### config.mk
export PLATFORM = sky130hd
export DESIGN_NAME = seq_alu
export DESIGN_NICKNAME = d
export VERILOG_FILES = /design/src/rtl/seq_alu_pkg.sv /design/src/rtl/seq_divider.sv /design/src/rtl/seq_alu.sv
export SDC_FILE = /design/constraint.sdc
export NUM_CORES = 2
export LEC_CHECK = 0
export CORE_MARGIN = 10
export CORE_UTILIZATION = 36
export CTS_CLUSTER_DIAMETER = 200
export DETAILED_ROUTE_END_ITERATION = 16
export GPL_ROUTABILITY_DRIVEN = 0
export PLACE_DENSITY_LB_ADDON = 0.2
export SYNTH_ARGS = -nofsm -noshare
export SYNTH_HDL_FRONTEND = slang
export SYNTH_SLANG_ARGS = --single-unit
### constraint.sdc
create_clock -name clock -period 9.33 [get_ports clock]
set_input_delay 1.3995 -clock clock [delete_from_list [all_inputs] [get_ports clock]]
set_output_delay 1.3995 -clock clock [all_outputs]
set_load 0.1 [all_outputs]
### src/rtl/seq_alu_pkg.sv
// seq_alu shared definitions: opcodes and control states.
package seq_alu_pkg;

  localparam logic [4:0] OP_ADD  = 5'b00011;
  localparam logic [4:0] OP_SUB  = 5'b00100;
  localparam logic [4:0] OP_SHR  = 5'b00101;
  localparam logic [4:0] OP_SHL  = 5'b00110;
  localparam logic [4:0] OP_ROR  = 5'b00111;
  localparam logic [4:0] OP_ROL  = 5'b01000;
  localparam logic [4:0] OP_AND  = 5'b01001;
  localparam logic [4:0] OP_OR   = 5'b01010;
  localparam logic [4:0] OP_SHRA = 5'b01011;
  localparam logic [4:0] OP_MUL  = 5'b01110;
  localparam logic [4:0] OP_DIV  = 5'b01111;
  localparam logic [4:0] OP_NEG  = 5'b10000;
  localparam logic [4:0] OP_NOT  = 5'b10001;

  typedef enum logic [2:0] {
    S_IDLE,
    S_MUL,
    S_DIV,
    S_FIX,
    S_DONE
  } state_t;

endpackage

### src/rtl/seq_divider.sv
// Signed divide core: restoring divider on magnitudes, with
// the sign correction applied when the FIX cycle latches results.
module seq_divider
  import seq_alu_pkg::*;
#(
  parameter int WIDTH = 32
) (
  input  logic             clock,
  input  logic             clear,
  input  logic             load,
  input  logic             step,
  input  logic [WIDTH-1:0] a,
  input  logic [WIDTH-1:0] b,
  output logic             last,
  output logic [WIDTH-1:0] quo,
  output logic [WIDTH-1:0] rem
);

  localparam int CW = $clog2(WIDTH) + 1;

  logic [CW-1:0]    cnt;
  logic [WIDTH-1:0] r;
  logic [WIDTH-1:0] q;
  logic [WIDTH-1:0] bmag;
  logic             neg_q;
  logic             neg_r;

  logic [WIDTH:0]   shifted;
  logic [WIDTH:0]   trial;
  logic [WIDTH-1:0] r_nx;
  logic [WIDTH-1:0] q_nx;

  // Magnitude of the most-negative value is still exact as unsigned.
  function automatic logic [WIDTH-1:0] mag(input logic [WIDTH-1:0] v);
    return v[WIDTH-1] ? -v : v;
  endfunction

  always_comb begin
    shifted = {r, q[WIDTH-1]};
    trial   = shifted - {1'b0, bmag};
    if (trial[WIDTH]) begin
      r_nx = shifted[WIDTH-1:0];
      q_nx = {q[WIDTH-2:0], 1'b0};
    end else begin
      r_nx = trial[WIDTH-1:0];
      q_nx = {q[WIDTH-2:0], 1'b1};
    end
  end

  always_ff @(posedge clock or posedge clear) begin
    if (clear) begin
      cnt   <= '0;
      r     <= '0;
      q     <= '0;
      bmag  <= '0;
      neg_q <= 1'b0;
      neg_r <= 1'b0;
    end else if (load) begin
      cnt   <= '0;
      r     <= '0;
      q     <= mag(a);
      bmag  <= mag(b);
      neg_q <= a[WIDTH-1] ^ b[WIDTH-1];
      neg_r <= a[WIDTH-1];
    end else if (step) begin
      cnt <= cnt + CW'(1);
      r   <= r_nx;
      q   <= q_nx;
    end
  end

  assign last = (cnt == CW'(WIDTH - 1));
  assign quo  = neg_q ? -q : q;
  assign rem  = neg_r ? -r : r;

endmodule

### src/rtl/seq_alu.sv
// Multi-cycle ALU: single-cycle ops, Booth multiply and
// signed divide behind a start/busy/done handshake.
module seq_alu
  import seq_alu_pkg::*;
#(
  parameter  int WIDTH = 32,
  localparam int SHW   = $clog2(WIDTH)
) (
  input  logic             clock,
  input  logic             clear,
  input  logic             start,
  input  logic [4:0]       op,
  input  logic [WIDTH-1:0] a,
  input  logic [WIDTH-1:0] b,
  output logic             busy,
  output logic             done,
  output logic [WIDTH-1:0] zlow,
  output logic [WIDTH-1:0] zhigh,
  output logic             div_zero
);

  localparam int CW = $clog2(WIDTH) + 1;

  state_t state;

  logic [CW-1:0]    cnt;
  logic [WIDTH:0]   acc;
  logic [WIDTH-1:0] mq;
  logic             qm1;
  logic [WIDTH-1:0] mcand;

  logic [WIDTH:0]   m_ext;
  logic [WIDTH:0]   acc_sum;
  logic [WIDTH:0]   acc_nx;
  logic [WIDTH-1:0] mq_nx;
  logic             qm1_nx;

  logic [SHW-1:0]   sh;
  logic [SHW:0]     inv;
  logic [WIDTH-1:0] res;

  logic             accept;
  logic             is_mul;
  logic             is_div;
  logic             b_zero;

  logic             div_load;
  logic             div_step;
  logic             div_last;
  logic [WIDTH-1:0] div_quo;
  logic [WIDTH-1:0] div_rem;

  assign busy     = (state == S_MUL) || (state == S_DIV) || (state == S_FIX);
  assign done     = (state == S_DONE);
  assign accept   = start && !busy;
  assign is_mul   = (op == OP_MUL);
  assign is_div   = (op == OP_DIV);
  assign b_zero   = (b == '0);
  assign div_load = accept && is_div && !b_zero;
  assign div_step = (state == S_DIV);

  assign sh  = b[SHW-1:0];
  assign inv = (SHW+1)'(WIDTH) - {1'b0, sh};

  // A zero amount gives inv == WIDTH, so the wrap term shifts out fully.
  always_comb begin
    res = '0;
    case (op)
      OP_ADD:  res = a + b;
      OP_SUB:  res = a - b;
      OP_SHR:  res = a >> sh;
      OP_SHL:  res = a << sh;
      OP_ROR:  res = (a >> sh) | (a << inv);
      OP_ROL:  res = (a << sh) | (a >> inv);
      OP_AND:  res = a & b;
      OP_OR:   res = a | b;
      OP_SHRA: res = WIDTH'($signed(a) >>> sh);
      OP_NEG:  res = -a;
      OP_NOT:  res = ~a;
      default: res = '0;
    endcase
  end

  // Extra accumulator bit keeps -(most negative) from overflowing.
  assign m_ext = {mcand[WIDTH-1], mcand};

  always_comb begin
    case ({mq[0], qm1})
      2'b01:   acc_sum = acc + m_ext;
      2'b10:   acc_sum = acc - m_ext;
      default: acc_sum = acc;
    endcase
    {acc_nx, mq_nx, qm1_nx} = {acc_sum[WIDTH], acc_sum, mq};
  end

  seq_divider #(
    .WIDTH(WIDTH)
  ) u_div (
    .clock(clock),
    .clear(clear),
    .load (div_load),
    .step (div_step),
    .a    (a),
    .b    (b),
    .last (div_last),
    .quo  (div_quo),
    .rem  (div_rem)
  );

  always_ff @(posedge clock or posedge clear) begin
    if (clear) begin
      state    <= S_IDLE;
      cnt      <= '0;
      acc      <= '0;
      mq       <= '0;
      qm1      <= 1'b0;
      mcand    <= '0;
      zlow     <= '0;
      zhigh    <= '0;
      div_zero <= 1'b0;
    end else begin
      case (state)
        S_IDLE, S_DONE: begin
          if (accept) begin
            div_zero <= is_div && b_zero;
            if (is_mul) begin
              acc   <= '0;
              mq    <= a;
              qm1   <= 1'b0;
              mcand <= b;
              cnt   <= '0;
              state <= S_MUL;
            end else if (is_div && !b_zero) begin
              state <= S_DIV;
            end else if (is_div) begin
              zlow  <= '1;
              zhigh <= a;
              state <= S_DONE;
            end else begin
              zlow  <= res;
              zhigh <= {WIDTH{res[WIDTH-1]}};
              state <= S_DONE;
            end
          end else begin
            state <= S_IDLE;
          end
        end
        S_MUL: begin
          acc <= acc_nx;
          mq  <= mq_nx;
          qm1 <= qm1_nx;
          cnt <= cnt + CW'(1);
          if (cnt == CW'(WIDTH - 1)) begin
            zhigh <= acc_nx[WIDTH-1:0];
            zlow  <= mq_nx;
            state <= S_DONE;
          end
        end
        S_DIV: begin
          if (div_last)
            state <= S_FIX;
        end
        S_FIX: begin
          zlow  <= div_quo;
          zhigh <= div_rem;
          state <= S_DONE;
        end
        default: state <= S_IDLE;
      endcase
    end
  end

endmodule

# Yosys cells after proc, flatten, opt, wreduce, memory -nomap -nowiden
# Index checks and enable logic that the tools add are counted.
[op_classes] eq_ne=27 muxes=44 bitwise_logic=6 n_mul=0 div=0 magnitude_cmp=0 addsub=12 shift=5 reduce_logical=20
[ops] operator="32-bit 2-to-1 mux" count=21
[ops] operator="32-bit case mux with 11 select lines" count=1
[ops] operator="32-bit case mux with 3 select lines" count=2
[ops] operator="33-bit case mux with 2 select lines" count=2
[ops] operator="32-bit negation" count=4
[ops] operator="32-bit bitwise OR" count=3
[ops] operator="33-bit 2-to-1 mux" count=2
[ops] operator="32-bit case mux with 2 select lines" count=1
[ops] operator="33-bit adder" count=1
[ops] operator="33-bit by 32-bit subtractor with 33-bit output" count=1
[ops] operator="33-bit subtractor" count=1
[ops] operator="32-bit adder" count=1
[ops] operator="32-bit AND" count=1
[ops] operator="32-bit logical NOT" count=1
[ops] operator="32-bit inverter" count=1
[ops] operator="32-bit by 5-bit << shifter with 32-bit output" count=1
[ops] operator="32-bit by 6-bit << shifter with 32-bit output" count=1
[ops] operator="32-bit by 5-bit right shift with 32-bit output" count=1
[ops] operator="32-bit by 6-bit right shift with 32-bit output" count=1
[ops] operator="32-bit by 5-bit >>> shifter with 32-bit output" count=1
[ops] operator="32-bit subtractor" count=1
[ops] operator="5-bit by 4-bit == test with 1-bit output (second input constant)" count=6
[ops] operator="6-bit 2-to-1 mux" count=4
[ops] operator="5-bit by 3-bit == test with 1-bit output (second input constant)" count=4
[ops] operator="28 further kinds" count=51
[word_totals] latchBits=0 mem_bits_ro=0 n_memories=0 ramBits=0 ff_bits=276 input_bits=72

# Depth between registers and ports, before layout
[depth] word_depth=9 depth_mapped=25 mapped_depth_nobuf=20

# By module
# From an unflattened synthesis, not the netlist that was laid out.
[hier_totals] hier_cells=3979 area_unflattened_um2=30209.0
[by_module_without_submodules] module="seq_alu" area_per_inst_um2=21236.6 seq_area_each_um2=4279.1 cells_each=2889 n_inst=1
[by_module_without_submodules] module="seq_divider" area_per_inst_um2=8972.4 seq_area_each_um2=2602.5 cells_each=1090 n_inst=1

# Least setup slack after synthesis
# No wires, ideal clock.
[synth_path] path_type="input to register" start="in b[1]" end="reg zhigh[6]" cell_stages=24 setup_time_ns=0.088 arrival_time_ns=7.030 t_required_ns=9.242 path_slack_ns=2.211 cell_sequence="inv_2 buf_1 buf_2 buf_2 ha_1 or3b_1 buf_2 nand4bb_1 or3_1 or3_1 or3_1 nand2_1 xor2_1 ha_1 and4_1 a21oi_1 nand3_1 a31o_2 o21ai_0 and2_2 o311ai_2 buf_1 o21ai_0 a41oi_1"
[synth_between] elab_chain_cells=9
[synth_lines] item="start: declaration" line_no="seq_alu.sv:14" rtl="input logic [WIDTH-1:0] b,"
[synth_lines] item="6-bit by 5-bit subtractor with 6-bit output" line_no="seq_alu.sv:63" rtl="assign inv = (SHW+1)'(WIDTH) - {1'b0, sh};"
[synth_lines] item="32-bit by 6-bit right shift with 32-bit output / 32-bit by 6-bit << shifter with 32-bit output (equally long branches)" line_no="seq_alu.sv:74, seq_alu.sv:73"
[synth_lines] item="32-bit bitwise OR, on equally long branches" line_no="seq_alu.sv:74, seq_alu.sv:73"
[synth_lines] item="32-bit case mux with 11 select lines" line_no="seq_alu.sv:68" rtl="case (op)"
[synth_lines] item="32-bit 2-to-1 mux" line_no="seq_alu.sv:135" rtl="end else if (is_div) begin"
[synth_lines] item="32-bit 2-to-1 mux" line_no="seq_alu.sv:133" rtl="end else if (is_div && !b_zero) begin"
[synth_lines] item="32-bit 2-to-1 mux" line_no="seq_alu.sv:126" rtl="if (is_mul) begin"
[synth_lines] item="32-bit 2-to-1 mux" line_no="seq_alu.sv:124" rtl="if (accept) begin"
[synth_lines] item="32-bit case mux with 3 select lines" line_no="seq_alu.sv:122" rtl="case (state)"
[synth_lines] item="end signal: assignment" line_no="seq_alu.sv:141" rtl="zhigh <= {WIDTH{res[WIDTH-1]}};"
[synth_lines] item="end signal: assignment" line_no="seq_alu.sv:154" rtl="zhigh <= acc_nx[WIDTH-1:0];"
[synth_lines] item="end signal: assignment" line_no="seq_alu.sv:165" rtl="zhigh <= div_rem;"
[synth_lines] item="end: declaration" line_no="seq_alu.sv:18" rtl="output logic [WIDTH-1:0] zhigh,"
# Parallel ways exist; a longest one is shown, timed or not. The select of a mux whose other input is x is not followed.
# A chain may end at the register's enable or synchronous reset.

# Worst setup path after layout
[layout_path] start="in b[2]" end="reg zhigh[22]"
# The elaborated chain is that of the path after synthesis.

==> impl_metrics.csv <==
group,metric,value,unit
worst_hold_path,min_path_type,"reg2reg",
synthesis,avgSynthCellArea,7.698,µm²
cts,cts_root_buffer,"clkbuf_16",
final_layout,fillerInstances,8505,
cts,cts.sinks,275,
power_and_ir_drop,power.leakage,13.90,nW
place,place_inst,4877,
synthesis,synth_area,29750,µm²
synthesis,netlist_instances,3865,
sta,min_period,7100,ps
setup_path,crit_required,9760,ps
die,initial_core_util,36.29,%
global_route,grt_pass1_vias,29870,
die,die_h,307.5,µm
place,place.port_buffers,138,
final_layout,final_cell_mix,"nand2_1 (564), nor2_1 (334), o21ai_0 (278), dfrtp_1 (274), a21oi_1 (266)",
die,io_pins,139,
sta,setup_viol,0,
cts,cts_tree,"built",
cts,clk_pin_slew,60,ps
setup_path,critPathLaunchType,"input pin",
die,rows,105,
power_and_ir_drop,powerDensity,245.8,nW/µm²
sta,slew_headroom,0.1166,%
route,vias,32130,
die,core,81980,µm²
synthesis,syn_nets,4050,
synthesis,synth_seq_cells,275,
cts,clk_latency,560,ps
route,first_pass_iters,12,
route,antenna_left,0,
setup_path,critPathKind,"in2reg",
sta,fmax,0.1409,GHz
cts,numCtsBuffers,35,
synthesis,yosys_warnings,0,
sta,maxSlewViolCount,0,
run_status,run_status,"complete, but fails checks",
cts,htreeDepth,2,
sta,hold_viol,0,
synthesis,synth.distinct_cells,100,
place,dp_hpwl,102.1,mm
cts,cts-resized-gates,0,
route,viasPerCell,6.497,
synthesis,ys_async_sr_fraction,100.0,%
global_route,antenna_found_initial,17,
die,die-area,94550,µm²
power_and_ir_drop,ir_drop,0.2345,mV
run_status,violations,"max-capacitance violations",
route,wl,143.6,mm
final_layout,layout_commonest_cell,"nand2_1",
sta,finalCritPeriodShare,76.10,%
sta,worst-slew-pin-transition,1487,ps
sta,fin_skew,23.91,ps
synthesis,synth_edf_count,0,
route,wl_per_cell,29.04,µm
final_layout,layout.area.seq,6883,µm²
route,remaining_drc_errors,0,
synthesis,synth-main-ff-cell,"dfrtp_1",
sta,holdWs,480.3,ps
cts,ctsHoldBuffers,0,
cts,clockBufferDepth,3,
setup_path,endpoint_kind,"flip-flop",
cts,post-cts-setup-buffers,0,
run,max_cap_violations,1,
final_layout,drive_above_1_share,9.044,%
synthesis,seq_area_frac_synth,23.13,%
final_layout,nets,4029,
global_route,grt_pass1_wl,208.0,mm
final_layout,final_cell_count_no_fill,4945,
final_layout,multi_input_area,21350,µm²
global_route,grt-ovfl-total,0,
die,die_x,307.5,µm
setup_path,arrival,7530,ps
final_layout,synthToLayoutAreaGrowth,12.01,%
setup_path,cp_max_fo,33,
sta,rsz0062_at_grt,"no",
sta,fin_setup_tns,0,ps
global_route,grt_usage,29.25,%
route,first_iter_violations,4354,
global_route,grt_max_degree,91,
-- where the power goes --
part | total, W | switching [W] | leakage (nW) | internal, W
logic | 0.00474 | 0.00298 | 9.87 | 0.00176
registers | 0.00204 | 0.000479 | 3.45 | 0.00156
clock network | 0.00142 | 0.000577 | 0.580 | 0.000844
total | 0.00819 | 0.00404 | 13.9 | 0.00416
-- routing by layer --
metal  up-vias  routed length [µm]  global-route usage, %
met2      2000               57940                  41.79
li1      14160                   -                      -
met3       566               17530                  10.11
met4        16               10160                  16.96
met1     15390               57840                  37.69
met5         -                 112                      0
-- flip-flops by register name, summed over array words and instances (netlist names), 3 cells and up --
register,flops
u_div.cnt,6
cnt,6
mcand,32
u_div.r,32
u_div.q,32
acc,32
mq,32
state,3
zhigh,32
zlow,32
u_div.bmag,32
-- worst paths after layout --
check	depth (start not counted)	slack (ps)	startpoint	to
max	20	2230	b[2]	zhigh[22]
min	2	480	u_div.bmag[25]	u_div.bmag[25]
max reg2reg	18	3800	mcand[3]	zhigh[31]
min reg2reg	2	480	u_div.bmag[25]	u_div.bmag[25]
max in group asynchronous	3	6400	clear	state[1]
min in group asynchronous	2	1370	clear	zhigh[9]
-- layout make-up --
class | instances | area share [%]
multi-input cells | 3184 | 64.05
inverters | 103 | 1.190
flip-flops and latches | 275 | 20.65
clock buffers | 50 | 3.165
diodes | 5 | 0.03754
clock inverters | 13 | 0.3792
repair buffers | 245 | 6.510
well taps | 1070 | 4.017
-- metrics by stage --
stage / instance area (µm²) / total power [W] / setup WS [ps] / util, %
3_5_place_dp: 32130 / 0.006657 / 1864 / 39.20
3_3_place_gp: 32130 / 0.006644 / 1991 / 39.20
4_1_cts: 33320 / 0.008112 / 2419 / 40.64
2_1_floorplan: 29750 / 0.005426 / 350.1 / -
5_1_grt: 33320 / 0.008707 / 1907 / 40.64
6_report: 33330 / 0.008192 / 2230 / 40.65
-- logic make-up after synthesis --
kind of cell	Yosys count	share of synthesized area (%)
AOI/OAI and AO/OA	1169	25.63
buffers and inverters	406	5.568
muxes	276	12.02
adders and majority gates	113	4.828
and+or+nand+nor	1351	20.74
xor gates and xnor gates	275	8.095
DFF	275	23.13
-- critical path, stage by stage --
cell and delay (ps):
buf_2 240, nor2_1 590, nand3_1 450, nand4bb_1 430
nor3b_1 490, or4b_1 620, or3_1 370, nand2_1 100
xor2_1 160, ha_1 260, a21o_1 140, a21o_1 120
o21ai_0 100, nand4b_1 120, o311ai_0 160, o41ai_1 780
o311ai_4 190, buf_4 300, o21a_1 160, o32a_1 320
-- cell usage after synthesis (52+ instances only) --
cell type | number | area [µm²]
nand2_1 | 564 | 2117
nor2_1 | 338 | 1269
o21ai_0 | 279 | 1396
dfrtp_1 | 275 | 6882
a21oi_1 | 266 | 1331
clkbuf_1 | 222 | 833.3
mux2i_1 | 157 | 1572
xor2_1 | 142 | 1244
xnor2_1 | 133 | 1165
ha_1 | 110 | 1376
inv_1 | 93 | 349.1
nor3_1 | 78 | 390.4
nand3_1 | 68 | 340.3
a22oi_1 | 66 | 495.5
mux2_2 | 60 | 675.7
mux4_2 | 59 | 1329
a211oi_1 | 55 | 412.9
o31ai_1 | 52 | 390.4
or3_1 | 52 | 325.3
(Power assumes the default switching activity.)
